$ cat config.mk
export PLATFORM = sky130hd
export DESIGN_NAME = video_timing_ctrl_flat
export DESIGN_NICKNAME = d
export VERILOG_FILES = /design/src/rtl/video_timing_if.sv /design/src/rtl/video_timing_ctrl.sv /design/src/flat_wrapper.sv
export SDC_FILE = /design/constraint.sdc
export NUM_CORES = 1
export LEC_CHECK = 0
export ABC_AREA = 1
export CELL_PAD_IN_SITES_DETAIL_PLACEMENT = 1
export CELL_PAD_IN_SITES_GLOBAL_PLACEMENT = 1
export CORE_ASPECT_RATIO = 0.8
export CORE_UTILIZATION = 48
export CTS_CLUSTER_DIAMETER = 80
export DETAILED_ROUTE_END_ITERATION = 8
export DONT_BUFFER_PORTS = 1
export PLACE_DENSITY = 0.81
export SLEW_MARGIN = 25
export SYNTH_ARGS = -nofsm -noshare
export SYNTH_HDL_FRONTEND = slang
export SYNTH_SLANG_ARGS = --single-unit
$ cat constraint.sdc
create_clock -name clk -period 2.8 [get_ports clk]
set_input_delay 0.42 -clock clk [delete_from_list [all_inputs] [get_ports clk]]
set_output_delay 0.42 -clock clk [all_outputs]
set_load 0.005 [all_outputs]
$ cat src/rtl/video_timing_if.sv
// video_timing_if: run request in, timing/position outputs back to the sink
// Ports (master = timing generator side):
//   en           run request into the generator
//   blanking     1 outside the active area
//   c0, c1       hsync / vsync levels
//   de           active video, inverse of blanking
//   x, y         pixel column / line, zero outside active area
//   frame_start  one-cycle pulse at position (0,0)
//   running      generator is producing frames
interface video_timing_if;
    logic        en;
    logic        blanking;
    logic        c0;
    logic        c1;
    logic        de;
    logic [11:0] x;
    logic [11:0] y;
    logic        frame_start;
    logic        running;
    modport master (input en, output blanking, c0, c1, de, x, y, frame_start, running);
    modport slave (output en, input blanking, c0, c1, de, x, y, frame_start, running);
endinterface

$ cat src/rtl/video_timing_ctrl.sv
// video_timing_ctrl: raster timing generator with graceful end-of-frame stop
// Ports:
//   clk  pixel clock
//   rst  synchronous active-low reset
//   vif  video_timing_if.master: en in; blanking, c0 (hsync), c1 (vsync), de,
//        x, y, frame_start, running out, all registered from (state, h, v)
module video_timing_ctrl #(
    parameter int   H_ACTIVE = 640,
    parameter int   H_FP     = 16,
    parameter int   H_SYNC   = 96,
    parameter int   H_BP     = 48,
    parameter int   V_ACTIVE = 480,
    parameter int   V_FP     = 10,
    parameter int   V_SYNC   = 2,
    parameter int   V_BP     = 33,
    parameter logic H_POL    = 1'b0,
    parameter logic V_POL    = 1'b0
) (
    input logic             clk,
    input logic             rst,
    video_timing_if.master  vif
);
    localparam logic [11:0] H_LAST = 12'(H_ACTIVE + H_FP + H_SYNC + H_BP - 1);
    localparam logic [11:0] V_LAST = 12'(V_ACTIVE + V_FP + V_SYNC + V_BP - 1);
    localparam logic [11:0] H_ACT  = 12'(H_ACTIVE);
    localparam logic [11:0] V_ACT  = 12'(V_ACTIVE);
    localparam logic [11:0] HS_LO  = 12'(H_ACTIVE + H_FP);
    localparam logic [11:0] HS_HI  = 12'(H_ACTIVE + H_FP + H_SYNC);
    localparam logic [11:0] VS_LO  = 12'(V_ACTIVE + V_FP);
    localparam logic [11:0] VS_HI  = 12'(V_ACTIVE + V_FP + V_SYNC);

    typedef enum logic [1:0] {IDLE, RUN, STOP} state_t;

    state_t      state, state_nx;
    logic [11:0] h_cnt, v_cnt, h_nx, v_nx;
    logic        h_last, frame_last, act, de_d, c0_d, c1_d, fs_d;

    always_comb begin
        h_last     = h_cnt == H_LAST;
        frame_last = h_last && v_cnt == V_LAST;
        act        = state != IDLE;
        // STOP only returns to IDLE once the frame, back porch included, is done
        state_nx   = state == IDLE ? (vif.en ? RUN : IDLE) :
                     vif.en ? RUN :
                     (state == RUN || !frame_last) ? STOP : IDLE;
        h_nx       = (!act || h_last) ? 12'd0 : h_cnt + 12'd1;
        v_nx       = !act ? 12'd0 : !h_last ? v_cnt : (v_cnt == V_LAST) ? 12'd0 : v_cnt + 12'd1;
        de_d       = act && h_cnt < H_ACT && v_cnt < V_ACT;
        c0_d       = (act && h_cnt >= HS_LO && h_cnt < HS_HI) ? H_POL : ~H_POL;
        c1_d       = (act && v_cnt >= VS_LO && v_cnt < VS_HI) ? V_POL : ~V_POL;
        fs_d       = act && h_cnt == 12'd0 && v_cnt == 12'd0;
    end

    always_ff @(posedge clk) begin
        if (!rst) begin
            state           <= IDLE;
            h_cnt           <= '0;
            v_cnt           <= '0;
            vif.de          <= 1'b0;
            vif.blanking    <= 1'b1;
            vif.c0          <= ~H_POL;
            vif.c1          <= ~V_POL;
            vif.x           <= '0;
            vif.y           <= '0;
            vif.frame_start <= 1'b0;
            vif.running     <= 1'b0;
        end else begin
            state           <= state_nx;
            h_cnt           <= h_nx;
            v_cnt           <= v_nx;
            vif.de          <= de_d;
            vif.blanking    <= ~de_d;
            vif.c0          <= c0_d;
            vif.c1          <= c1_d;
            vif.x           <= de_d ? h_cnt : 12'd0;
            vif.y           <= de_d ? v_cnt : 12'd0;
            vif.frame_start <= fs_d;
            vif.running     <= act;
        end
    end
endmodule

$ cat src/flat_wrapper.sv
// flat-port wrapper written by rule: the top's interface ports become plain ports
module video_timing_ctrl_flat 
#(
    parameter int   H_ACTIVE = 640,
    parameter int   H_FP     = 16,
    parameter int   H_SYNC   = 96,
    parameter int   H_BP     = 48,
    parameter int   V_ACTIVE = 480,
    parameter int   V_FP     = 10,
    parameter int   V_SYNC   = 2,
    parameter int   V_BP     = 33,
    parameter logic H_POL    = 1'b0,
    parameter logic V_POL    = 1'b0
)
  (clk, rst, vif_en, vif_blanking, vif_c0, vif_c1, vif_de, vif_x, vif_y, vif_frame_start, vif_running);
  video_timing_if vif_i ();
  input logic clk;
  input logic rst;
  input wire logic [$bits(vif_i.en)-1:0] vif_en;
  output wire logic [$bits(vif_i.blanking)-1:0] vif_blanking;
  output wire logic [$bits(vif_i.c0)-1:0] vif_c0;
  output wire logic [$bits(vif_i.c1)-1:0] vif_c1;
  output wire logic [$bits(vif_i.de)-1:0] vif_de;
  output wire logic [$bits(vif_i.x)-1:0] vif_x;
  output wire logic [$bits(vif_i.y)-1:0] vif_y;
  output wire logic [$bits(vif_i.frame_start)-1:0] vif_frame_start;
  output wire logic [$bits(vif_i.running)-1:0] vif_running;
  assign vif_i.en = vif_en;
  assign vif_blanking = vif_i.blanking;
  assign vif_c0 = vif_i.c0;
  assign vif_c1 = vif_i.c1;
  assign vif_de = vif_i.de;
  assign vif_x = vif_i.x;
  assign vif_y = vif_i.y;
  assign vif_frame_start = vif_i.frame_start;
  assign vif_running = vif_i.running;
  video_timing_ctrl #(.H_ACTIVE(H_ACTIVE), .H_FP(H_FP), .H_SYNC(H_SYNC), .H_BP(H_BP), .V_ACTIVE(V_ACTIVE), .V_FP(V_FP), .V_SYNC(V_SYNC), .V_BP(V_BP), .H_POL(H_POL), .V_POL(V_POL)) u_core (.clk(clk), .rst(rst), .vif(vif_i));
endmodule
==> results.cfg, run 1 <==
[critical_path]
crit_type = flip-flop to flip-flop
path_max_fanout = 17
reg2reg_depth = 6
worstPathRequired_ns = 2.99
r2r_start = u_core.h_cnt[0]
cp-end-kind = flip-flop
crit_path_end = u_core.h_cnt[3]
crit_start = u_core.h_cnt[0]
timing.rr.end = u_core.h_cnt[3]
rrSetupSlack_ns = 1.03
cp-start-kind = flip-flop
cp.arrival_ns = 1.96

[pwr]
cellPowerDensity_nw_per_um2 = 573.7
cellLeakagePower_nw = 0.9395
ir_worst_vdd_v = 0.0002853

[clock_tree]
cts_setup_buffers = 0
cts_tree = yes
cts_made_buffers = 5
htreeDepth = 2
cts_buffer_depth = 2
clock-sinks = 56
postCtsHoldBufs = 0
clkTransAtPathRegs_ns = 0.10
clk_root_buffer_cell = clkbuf_8
cts_resized = 0
clkLatencyLatePin_ns = 0.32

[grt]
grt_pass1_wl_um = 9066
gr-total-overflow = 0
grt_max_degree = 22
grt_usage = 0.2397
antenna_found_initial = 0
grt_pass1_vias = 1838

[placed_design]
post_dp_cell_area_sq_um = 2291
dp_cells = 349
hpwl_um = 4077
place_congestion = 0.8760
port_buffers = 0

[yosys]
synth-seq-cells = 56
synth_compound_area_frac = 0.05453
ys_types = 30
synth_top_family_by_area = simple AND/OR/NAND/NOR gates
synth.mux.area_fraction = 0
synth-seq-area-share = 0.5037
synth-simple-area-share = 0.3255
syn-instance-count = 291
synth_fa_ha_area_frac = 0.02248
synth_area_sq_um = 2226
yosysWarnings = 0
synth.avg_cell_area_sq_um = 7.649
synth-xor-area-share = 0.007870

[die]
start_util = 0.5166
core_area_sq_um = 4309
die_h_um = 62.91
die_area_sq_um = 4915
ioPinCount = 33
row_count = 21
fp.dieW_um = 78.14

[final_layout]
drive_gt1_frac = 0.07667
diodes = 0
postLayoutCoreUtil = 0.5575
layout_commonest_cell = dfxtp_1
final_area_sq_um = 2402
fin_cells = 357
layout_common_cells = 56 x dfxtp_1, 54 x nand2_1, 52 x nor2_1
syn_to_final_growth_pct = 7.926
nets = 306

[detailed_routing]
drt-total-wl_um = 5312
routedWlPerCell_um = 14.88
drt_iter0_drc = 123
ant_nets = 0
num_vias = 1848
viasPerCell = 5.176
drc = 0
firstDrtPassIters = 4

[sta]
max_freq_mhz = 564.1
period_needed_ns = 1.773
finalHoldViolations = 0
grt_setup_unrepaired = false
min_period_over_period = 0.6332
setup_viol = 0
final.setup.tns_ns = 0
hold_slack_ns = 0.1999
drv_slew = 0
clock-skew-final_ns = 0.009552

[run]
maxCapViolCount = 0

[worst_hold_path]
hp-class = input pin to flip-flop
min_from = rst

[outcome]
outcome = completed
routing by layer:
| metal | part of all wire | global-route usage |
|---|---|---|
| met1 | 0.51 | 0.3535 |
| met2 | 0.42 | 0.3531 |
| met3 | 0.053 | 0.04818 |
| met4 | 0.012 | 0.06250 |
| met5 | 0 | 0 |
worst min-delay path by stage:
stage          cells past startpoint         endpoint
2_1_floorplan                      1  u_core.h_cnt[0]
3_3_place_gp                       1  u_core.h_cnt[0]
3_5_place_dp                       2  u_core.state[1]
4_1_cts                            2  u_core.state[0]
5_1_grt                            2  u_core.state[0]
6_report                           2  u_core.state[0]
logic make-up (layout without fill, tap and decap cells):
kind of cell,count (synthesis),after routing
fa+ha+maj,4,4
flops,56,56
compound gates,24,24
buf+inv,46,51
simple gates,158,158
xor+xnor,2,2
other cells,1,5
flip-flops by register name (all words and copies together), names as in the netlist:
register	count
u_core.v_cnt	12
u_core.vif.c1	1
u_core.vif.c0	1
u_core.vif.de	1
u_core.vif.x	12
u_core.vif.y	12
u_core.vif.blanking	1
u_core.vif.frame_start	1
u_core.state	2
u_core.vif.running	1
u_core.h_cnt	12
where the power goes:
part	internal (mW)	leakage (nW)	switching, mW
Sequential	0.806	0.454	0.00492
Clock	0.271	0.0558	0.271
Combinational	0.00667	0.429	0.0196
worst max-delay path, stage by stage (launching register included):
cell and delay [ns]:
dfxtp_1 0.40, ha_1 0.22, nand3_2 0.14, inv_2 0.16
nand3_4 0.20, nand2_1 0.44, nor3b_1 0.10
cells in the mapped netlist:
library cell,number,area share
buf_2,2,0.0045
nand3_2,1,0.0045
xnor2_1,1,0.0039
conb_1,1,0.0017
nor3b_1,1,0.0034
nor3_4,1,0.0073
dfxtp_1,56,0.50
buf_6,1,0.0051
nor2_4,1,0.0051
o21ai_1,2,0.0045
ha_1,4,0.022
nand4_1,10,0.028
nand3_4,1,0.0079
a21oi_1,14,0.031
nor2_2,2,0.0056
nand2_2,3,0.0084
nand3_1,20,0.045
buf_4,1,0.0034
nand3b_1,1,0.0034
xor2_1,1,0.0039
clkinv_2,1,0.0022
a31oi_1,1,0.0028
nor2_1,52,0.088
nor3_1,8,0.018
inv_2,4,0.0067
nor3_2,1,0.0045
o21ai_0,7,0.016
nand2_1,54,0.091
nor4_1,2,0.0056
inv_1,37,0.062
stage by stage:
| stage | setup slack, ns | power (mW) |
|---|---|---|
| 5_1_grt | 0.8583 | 1.427 |
| 3_5_place_dp | 1.058 | 0.8560 |
| 6_report | 1.027 | 1.378 |
| 4_1_cts | 1.045 | 1.384 |
| 3_3_place_gp | 1.159 | 0.8547 |
| 2_1_floorplan | 1.489 | 0.8480 |
layout make-up:
type	count	area (sq um)
flip-flops and latches	56	1121
well taps	57	71.32
multi-input cells	193	932.1
inverters	42	158.9
repair buffers	1	7.507
clock inverters	2	38.79
clock buffers	6	72.57
fillers	558	1907
No activity file was read; power rests on OpenSTA's default activity.
==> run 2: changes to the inputs <==
CORE_UTILIZATION = 40   (was 48)
PLACE_DENSITY = 0.72   (was 0.81)
clock period = 1.45 ns   (was 2.8 ns; I/O delays follow)
==> results.cfg, run 2 (same netlist as run 1, synthesis figures left out) <==
[pwr]
p_comb_frac = 0.030
cellLeakagePower_nw = 1.097
p_seq_frac = 0.625
clock_power_share = 0.345
switchingPower_mw = 0.5780
p_int_mw = 1.923
p_total_mw = 2.501
ir_worst_vdd_v = 0.0005840
switching_share = 0.2311
cellPowerDensity_nw_per_um2 = 907.1

[clock_tree]
cts_made_buffers = 5
htreeDepth = 2
clock-sinks = 56
cts_buffer_depth = 2
clkLatencyLatePin_ns = 0.32
cts_tree = yes
clkTransAtPathRegs_ns = 0.10
clk_root_buffer_cell = clkbuf_8

[detailed_routing]
drt-total-wl_um = 6258
viasPerCell = 5.099
num_vias = 2004
routedWlPerCell_um = 15.92
firstDrtPassIters = 4
ant_nets = 0
drc = 0
drt_iter0_drc = 90

[grt]
grt_usage = 0.2239
grt_pass1_wl_um = 9963
antenna_found_initial = 0
grt_max_degree = 17
grt_pass1_vias = 1971
gr-total-overflow = 0

[die]
core_area_sq_um = 5180
start_util = 0.4297
fp.dieW_um = 85.40
row_count = 23
ioPinCount = 33
die_area_sq_um = 5869
die_h_um = 68.72

[final_layout]
layout_commonest_cell = nand2_1
multi_input_area_sq_um = 1040
drive_gt1_frac = 0.2417
nets = 338
diodes = 0
postLayoutCoreUtil = 0.5324
n_fill_cell = 638
seqCellArea_sq_um = 1136
syn_to_final_growth_pct = 23.89
layout_common_cells = 52 x nand2_1, 46 x dfxtp_1, 44 x nor2_1

[sta]
min_period_over_period = 0.9596
max_freq_mhz = 718.7
setup_viol = 0
grt_setup_unrepaired = true
period_needed_ns = 1.391
clock-skew-final_ns = 0.005929
drv_slew = 0
finalHoldViolations = 0

[critical_path]
cp-end-kind = flip-flop
cp_cell_sequence = inv_1 > nand2_1 > nor2_4 > nand3_4 > buf_4 > nor2_2 > a21oi_1
worstPathRequired_ns = 1.66
cp_top_family = simple AND/OR/NAND/NOR gates
cpPeakStageDelay_ns = 0.34
crit_buf_inv = 2
cp.arrival_ns = 1.60
path_max_fanout = 6
cp-start-kind = flip-flop
crit_type = flip-flop to flip-flop
cp_slowest_cell = dfxtp_1

[placed_design]
port_buffers = 0
place_congestion = 0.8002
hpwl_um = 4481

[outcome]
outcome = completed

[run]
maxCapViolCount = 0

[worst_hold_path]
hp-class = input pin to flip-flop
-- run 2: changes by cell type in the layout (fill, tap and decap cells not counted), moves of 3 or more --
cell and delta:
nand3_1 -3, dfxtp_2 +9, buf_4 +28, dfxtp_1 -10, nor2_1 -8, nand3_2 +3
nor2_2 +6
-- run 2: power by group through the flow --
stage                     logic (mW)  registers [mW]  clock network, mW
after floorplan               0.0384            1.60                  0
after detailed placement      0.0694            1.60                  0
after global placement        0.0676            1.60                  0
after CTS                     0.0705            1.56              0.886
after global routing          0.0828            1.57              0.951
final                         0.0753            1.56              0.862
-- run 2: through the flow --
step | setup WS [ns] | hold slack (ns) | cells | setup TNS, ns | instance area, sq um
2_1_floorplan | 0.1393 | 0.3110 | 295 | 0 | 2241
3_3_place_gp | 0.05040 | 0.3201 | 377 | 0 | 2482
3_5_place_dp | 0.0007585 | 0.3272 | 377 | 0 | 2482
4_1_cts | 0.004010 | 0.001855 | 385 | 0 | 2586
5_1_grt | -0.02512 | 0.05536 | 393 | -0.1221 | 2758
6_report | 0.05852 | 0.03322 | 393 | 0 | 2758
-- run 2: layout make-up --
type,count,area share
Clock buffer,6,0.02632
Timing Repair Buffer,32,0.09347
Multi-Input combinational cell,194,0.3770
Clock inverter,1,0.003176
Sequential cell,56,0.4120
Inverter,42,0.05989
Tap cell,62,0.02813
-- run 2: worst paths after layout --
kind | depth (start not counted) | slack [ns] | to | startpoint
max | 7 | 0.06 | u_core.state[1] | u_core.h_cnt[10]
min | 2 | 0.03 | u_core.state[1] | rst
max reg2reg | 7 | 0.06 | u_core.state[1] | u_core.h_cnt[10]
min reg2reg | 2 | 0.47 | u_core.state[1] | u_core.state[0]
-- run 2: layer usage --
layer	track usage	routed length, um	up-vias
met5	0	0	-
met4	0.07500	93	0
met3	0.03571	195	9
met2	0.3460	2826	39
met1	0.3204	3142	966
li1	-	-	990
-- run 2: timing repair --
| action | in CTS | in global routing |
|---|---|---|
| setup buffers | 1 | 5 |
| setup endpoints to repair | 4 | 44 |
| resized for setup | 5 | 35 |
| hold buffers | 0 | 2 |
| gates cloned | 0 | 1 |
| pin swaps | 0 | 10 |
| endpoints found under the hold margin | 0 | 1 |
